[src/rtl/systolic_feeder.sv]
// rtl/systolic_feeder.sv - skewing operand feeder for an NxN systolic array
//
// Buffers K load vectors (one element per north lane and per west lane),
// then streams them into the array edges with lane i delayed by i cycles.
//
// Ports:
//   clk_i, rstn_i        clock, asynchronous active-low reset
//   load_valid_i/_ready_o  load handshake, one vector pair per accepted beat
//   load_north_i[N]      north lane elements of the load vector
//   load_west_i[N]       west lane elements of the load vector
//   start_i              begin streaming a full buffer
//   abort_i              synchronous clear of buffer and stream
//   north_o[N], west_o[N]  skewed edge data (registered)
//   inputs_valid_o       lane 0 presents a stored element
//   last_element_o       lane N-1 presents its final element
//   full_o, busy_o       buffer full / stream in progress
//   done_o               one-cycle pulse after a completed stream

module systolic_feeder #(
  parameter int N          = 2,
  parameter int DATA_WIDTH = 32,
  parameter int K          = 4
) (
  input  logic                  clk_i,
  input  logic                  rstn_i,
  input  logic                  load_valid_i,
  output logic                  load_ready_o,
  input  logic [DATA_WIDTH-1:0] load_north_i [0:N-1],
  input  logic [DATA_WIDTH-1:0] load_west_i  [0:N-1],
  input  logic                  start_i,
  input  logic                  abort_i,
  output logic [DATA_WIDTH-1:0] north_o      [0:N-1],
  output logic [DATA_WIDTH-1:0] west_o       [0:N-1],
  output logic                  inputs_valid_o,
  output logic                  last_element_o,
  output logic                  full_o,
  output logic                  busy_o,
  output logic                  done_o
);

  localparam int WPW = $clog2(K + 1);
  localparam int CW  = $clog2(K + N);

  localparam logic [1:0] ST_LOAD   = 2'd0;
  localparam logic [1:0] ST_FULL   = 2'd1;
  localparam logic [1:0] ST_STREAM = 2'd2;

  localparam logic [CW-1:0]  LAST_CNT  = CW'(K + N - 2);
  localparam logic [WPW-1:0] LAST_WPTR = WPW'(K - 1);

  logic [1:0]            r_state;
  logic [WPW-1:0]        r_wptr;
  logic [CW-1:0]         r_cnt;
  logic [DATA_WIDTH-1:0] r_nstore [0:K-1][0:N-1];
  logic [DATA_WIDTH-1:0] r_wstore [0:K-1][0:N-1];
  logic [DATA_WIDTH-1:0] r_north  [0:N-1];
  logic [DATA_WIDTH-1:0] r_west   [0:N-1];
  logic                  r_valid;
  logic                  r_last;
  logic                  r_done;

  logic [1:0]            w_ns;
  logic [WPW-1:0]        w_nwptr;
  logic [CW-1:0]         w_ncnt;
  logic                  w_write;
  logic                  w_done_n;
  logic [DATA_WIDTH-1:0] w_north_n [0:N-1];
  logic [DATA_WIDTH-1:0] w_west_n  [0:N-1];
  logic                  w_valid_n;
  logic                  w_last_n;

  always_comb begin
    w_ns     = r_state;
    w_nwptr  = r_wptr;
    w_ncnt   = r_cnt;
    w_write  = 1'b0;
    w_done_n = 1'b0;
    if (abort_i) begin
      w_ns    = ST_LOAD;
      w_nwptr = '0;
      w_ncnt  = '0;
    end else begin
      case (r_state)
        ST_LOAD: begin
          if (load_valid_i) begin
            w_write = 1'b1;
            w_nwptr = r_wptr + 1'b1;
            if (r_wptr == LAST_WPTR) w_ns = ST_FULL;
          end
        end
        ST_FULL: begin
          if (start_i) begin
            w_ns   = ST_STREAM;
            w_ncnt = '0;
          end
        end
        ST_STREAM: begin
          if (r_cnt == LAST_CNT) begin
            w_ns     = ST_LOAD;
            w_ncnt   = '0;
            w_nwptr  = '0;
            w_done_n = 1'b1;
          end else begin
            w_ncnt = r_cnt + 1'b1;
          end
        end
        default: begin
          w_ns    = ST_LOAD;
          w_nwptr = '0;
          w_ncnt  = '0;
        end
      endcase
    end
  end

  // Outputs are precomputed from the next-cycle count so they leave registers
  // aligned with the count: lane i shows entry t-i, i.e. t == i + e.
  always_comb begin
    for (int i = 0; i < N; i++) begin
      w_north_n[i] = '0;
      w_west_n[i]  = '0;
      for (int e = 0; e < K; e++) begin
        if (w_ns == ST_STREAM && w_ncnt == CW'(i + e)) begin
          w_north_n[i] = r_nstore[e][i];
          w_west_n[i]  = r_wstore[e][i];
        end
      end
    end
    w_valid_n = (w_ns == ST_STREAM) && (w_ncnt < CW'(K));
    w_last_n  = (w_ns == ST_STREAM) && (w_ncnt == LAST_CNT);
  end

  // Buffer contents need no reset; only written entries are ever streamed.
  always_ff @(posedge clk_i) begin
    if (w_write) begin
      for (int e = 0; e < K; e++) begin
        if (r_wptr == WPW'(e)) begin
          for (int i = 0; i < N; i++) begin
            r_nstore[e][i] <= load_north_i[i];
            r_wstore[e][i] <= load_west_i[i];
          end
        end
      end
    end
  end

  always_ff @(posedge clk_i or negedge rstn_i) begin
    if (!rstn_i) begin
      r_state <= ST_LOAD;
      r_wptr  <= '0;
      r_cnt   <= '0;
      r_valid <= 1'b0;
      r_last  <= 1'b0;
      r_done  <= 1'b0;
      for (int i = 0; i < N; i++) begin
        r_north[i] <= '0;
        r_west[i]  <= '0;
      end
    end else begin
      r_state <= w_ns;
      r_wptr  <= w_nwptr;
      r_cnt   <= w_ncnt;
      r_valid <= w_valid_n;
      r_last  <= w_last_n;
      r_done  <= w_done_n;
      for (int i = 0; i < N; i++) begin
        r_north[i] <= w_north_n[i];
        r_west[i]  <= w_west_n[i];
      end
    end
  end

  assign north_o        = r_north;
  assign west_o         = r_west;
  assign inputs_valid_o = r_valid;
  assign last_element_o = r_last;
  assign done_o         = r_done;
  assign load_ready_o   = (r_state == ST_LOAD);
  assign full_o         = (r_state == ST_FULL);
  assign busy_o         = (r_state == ST_STREAM);

endmodule

[config.mk]
export PLATFORM = sky130hd
export DESIGN_NAME = systolic_feeder
export DESIGN_NICKNAME = d
export VERILOG_FILES = /design/src/rtl/systolic_feeder.sv
export SDC_FILE = /design/constraint.sdc
export NUM_CORES = 1
export LEC_CHECK = 0
export ABC_AREA = 1
export CAP_MARGIN = 5
export CORE_MARGIN = 2
export CORE_UTILIZATION = 44
export DETAILED_ROUTE_END_ITERATION = 8
export PLACE_DENSITY = 0.69
export SETUP_SLACK_MARGIN = 0.1
export SLEW_MARGIN = 20
export SYNTH_ARGS = -nofsm -noshare
export SYNTH_HDL_FRONTEND = slang
export SYNTH_SLANG_ARGS = --single-unit
[constraint.sdc]
create_clock -name clk_i -period 12.9 [get_ports clk_i]
set_clock_uncertainty 0.1 [all_clocks]
set_input_delay 1.29 -clock clk_i [delete_from_list [all_inputs] [get_ports clk_i]]
set_output_delay 1.29 -clock clk_i [all_outputs]
set_load 0.05 [all_outputs]
==> key figures <==
Outcome
  • Run status: finished clean

Routing
  • Routed wire length per instance: 19.92 microns
  • Routed wire length: 54400 microns
  • Vias per cell: 5.199
  • 1st-iter DRT viols: 1026
  • Post-route ant nets: 0
  • Via count: 14.20k
  • TritonRoute pass-1 iters: 5
  • Drt drc: 0

Yosys
  • Main combinational cell family by area after synthesis: simple AND/OR/NAND/NOR gates
  • Syn nets: 1856
  • Syn Area/Cell: 13.91 sq um
  • Synth Area in XOR/XNOR: 0%
  • Mux contribution to synthesized area: 0%
  • Cell Area, Synth: 0.02386 sq mm
  • Number of synthesized register bits: 651
  • Simple-Gate Fraction of Synth Area: 17.07%
  • Yosys warns: 0
  • Gate Count Post-Synth: 1716
  • Distinct cells, synth: 30
  • Synthesized-area fraction occupied by adder cells: 0.3670%
  • Sequential share of the synthesized area: 79.01%
  • Synth Area in Compound Gates: 0.2150%

Clocking
  • Clk buf depth: 3
  • CTS tree: done
  • Num CTS Buffers: 67
  • Post-CTS Resized: 0
  • CTS Root Cell: clkbuf_16
  • Clock Sinks: 651
  • CTS Hold Buffers Added: 0
  • Clock transition at path regs: 0.06 ns
  • Total setup buffers inserted after CTS: 0
  • CTS H-tree depth: 3
  • Clk_lat worst skew: 0.58 ns

Critical path
  • Worst setup EP type: flop
  • Worst EP required: 13.31 ns
  • Setup CP Type: primary input to flop
  • Critical path peak fanout: 67
  • Crit path DAT: 4.48 ns
  • Crit path launch type: primary input
  • Reg2reg setup slack: 9.48 ns
  • CP max stage delay: 0.72 ns
  • Critical Path Slowest Stage Cell: buf_4
  • Critical Path, Cell by Cell: clkdlybuf4s50_1 -> inv_2 -> nand2_1 -> inv_1 -> nand3_4 -> buf_4 -> nand2_2 -> nor2_8 -> buf_4 -> nand2_1 -> nand4_1

Placement
  • Placed Cells: 2607
  • Global placement routability congestion: 0.7576
  • Post-DP Area: 0.02711 sq mm
  • Dpl hpwl: 27750 microns
  • IO Port Bufs: 266

Timing
  • Count of final max-slew check failures: 0
  • Slew @ Worst Pin: 1.095 ns
  • Hold WS: 0.3423 ns
  • Fmax: 0.2461 GHz
  • Final hold vios: 0
  • Unrepaired setup endpoints after global routing: false
  • Fin Setup TNS: 0 ns
  • Final Critical Period: 4.064 ns
  • Slew headroom: 27.03%
  • Final setup fails: 0
  • Tcrit/Tclk final: 31.50%

Floorplan
  • Die height: 236.9 microns
  • Initial core utilization: 44.43%
  • Horiz. Die Dim: 236.9 microns
  • FP Rows: 85
  • IO Pins: 267
  • Die area: 0.05611 sq mm
  • Core ar.: 0.05371 sq mm

Global routing
  • Vias in the first global route: 14.50k
  • GR Overflow Total: 0
  • Initial antenna violation count: 6
  • GRT Util Overall: 19.45%
  • Largest net degree at the start of global routing: 193
  • Global-route wire length before repair: 83120 microns

Power
  • Flop pwr share: 52.9%
  • Leakage: 11.18 nW
  • PwrDens: 152.4 mW/mm^2
  • Clock power frac: 43.3%
  • Power, Total: 4.475 mW
  • Logic pwr share: 3.8%
  • Int Pwr: 3.575 mW
  • Psw: 0.8997 mW
  • Net Sw Frac: 20.10%
  • Max IR drop VDD: 0.0001290 V

Flow run
  • Max-cap violation count: 0

Cells and area
  • Fill cells: 4251
  • Fin cells: 2731
  • Nets: 2121
  • Fin area: 0.02937 sq mm
  • Layout area overhead: 23.08%
  • Layout cell share with drive strength beyond 1: 7.080%

Hold path
  • HP Class: flop to flop
critical path: cells and delay by family:
kind,cells,cell delay [ns]
buffers and inverters,5,2.13
and+or+nand+nor,6,0.96
cell families after synthesis:
group / count (synthesis)
and+or+nand+nor: 882
AOI/OAI and AO/OA: 8
buffers and inverters: 168
DFF: 651
adders and majority gates: 7
per-stage QoR:
stage	util [%]	setup WS, ns
2_1_floorplan	-	5.252
3_3_place_gp	50.49	8.266
3_5_place_dp	50.49	8.215
4_1_cts	54.63	8.836
5_1_grt	54.68	8.636
6_report	54.68	8.836
cell usage after synthesis:
cell | instances | share of area, %
o22ai_1 | 1 | 0.026
inv_4 | 1 | 0.026
inv_1 | 75 | 1.2
a21oi_1 | 2 | 0.042
nand2_2 | 6 | 0.16
nor2_2 | 2 | 0.052
buf_4 | 11 | 0.35
nand2_1 | 530 | 8.3
dfrtp_1 | 139 | 15
nor4_1 | 1 | 0.026
nor3_2 | 1 | 0.042
nand3b_1 | 64 | 2.0
nand3_1 | 199 | 4.2
edfxtp_1 | 512 | 64
nand4_1 | 64 | 1.7
nand2_4 | 2 | 0.094
nor2_4 | 3 | 0.14
nand3_4 | 1 | 0.073
a21o_1 | 1 | 0.031
nor2_8 | 2 | 0.17
clkinv_2 | 1 | 0.021
buf_2 | 54 | 1.1
o21ai_0 | 2 | 0.042
nor2_1 | 6 | 0.094
clkbuf_1 | 17 | 0.27
a21oi_2 | 2 | 0.073
nor3_1 | 1 | 0.021
buf_6 | 7 | 0.33
inv_2 | 2 | 0.031
ha_1 | 7 | 0.37
path summary, 6_finish.rpt:
kind | start | cells after the start | endpoint
max | abort_i | 11 | north_o[37]
min | r_wstore[3][17] | 2 | west_o[17]
max reg2reg | r_cnt[0] | 12 | north_o[37]
min reg2reg | r_wstore[3][17] | 2 | west_o[17]
max in group asynchronous | rstn_i | 2 | north_o[33]
min in group asynchronous | rstn_i | 1 | west_o[17]
power by group through the flow:
stage	combinational (mW)	sequential (mW)	clock (mW)
floorplan	0.0539	2.43	0
global placement	0.168	2.41	0
detailed placement	0.172	2.41	0
CTS	0.173	2.37	1.98
global route	0.184	2.37	2.07
finish	0.169	2.37	1.94
cells in the final DEF, fill, tap and decap left out, types with 2 or more instances in the layout:
master	count
nand2_1	530
edfxtp_1	512
clkdlybuf4s50_1	265
nand3_1	199
dfrtp_1	139
inv_1	75
clkbuf_16	71
nand4_1	64
nand3b_1	64
clkbuf_1	21
buf_4	16
clkinv_2	11
nor2_4	9
ha_1	7
clkbuf_8	7
nand2_2	6
bufinv_16	6
clkinv_1	4
nor2_1	2
inv_2	2
a21oi_1	2
nor2_8	2
nand2_4	2
o21ai_0	2
inv_6	2
buf_12	2
state kept, by name (all words and copies together) (netlist names):
register        cells
done_o              1
inputs_valid_o      1
last_element_o      1
north_o            64
r_cnt               3
r_nstore          256
r_state             2
r_wptr              3
r_wstore          256
west_o             64
final cells by class:
class                           count  area [sq um]  area share (%)
Sequential cell                   651         18850           64.20
Inverter                           79         300.3           1.022
Multi-Input combinational cell    897          4267           14.53
Tap cell                          696         870.8           2.965
Clock inverter                     23         271.5          0.9245
Timing Repair Buffer              285          2851           9.709
Clock buffer                       99          1952           6.646
Antenna cell                        1         2.502        0.008521
layer usage:
layer / vias to the layer above / global-route usage [%] / wire [microns]
met3: 88 / 4.791 / 4168
met2: 503 / 32.93 / 26590
li1: 6515 / - / -
met1: 7082 / 25.05 / 22590
met4: 10 / 5.447 / 970
met5: - / 0 / 72
Note: power is estimated with default switching activity, not from simulation.
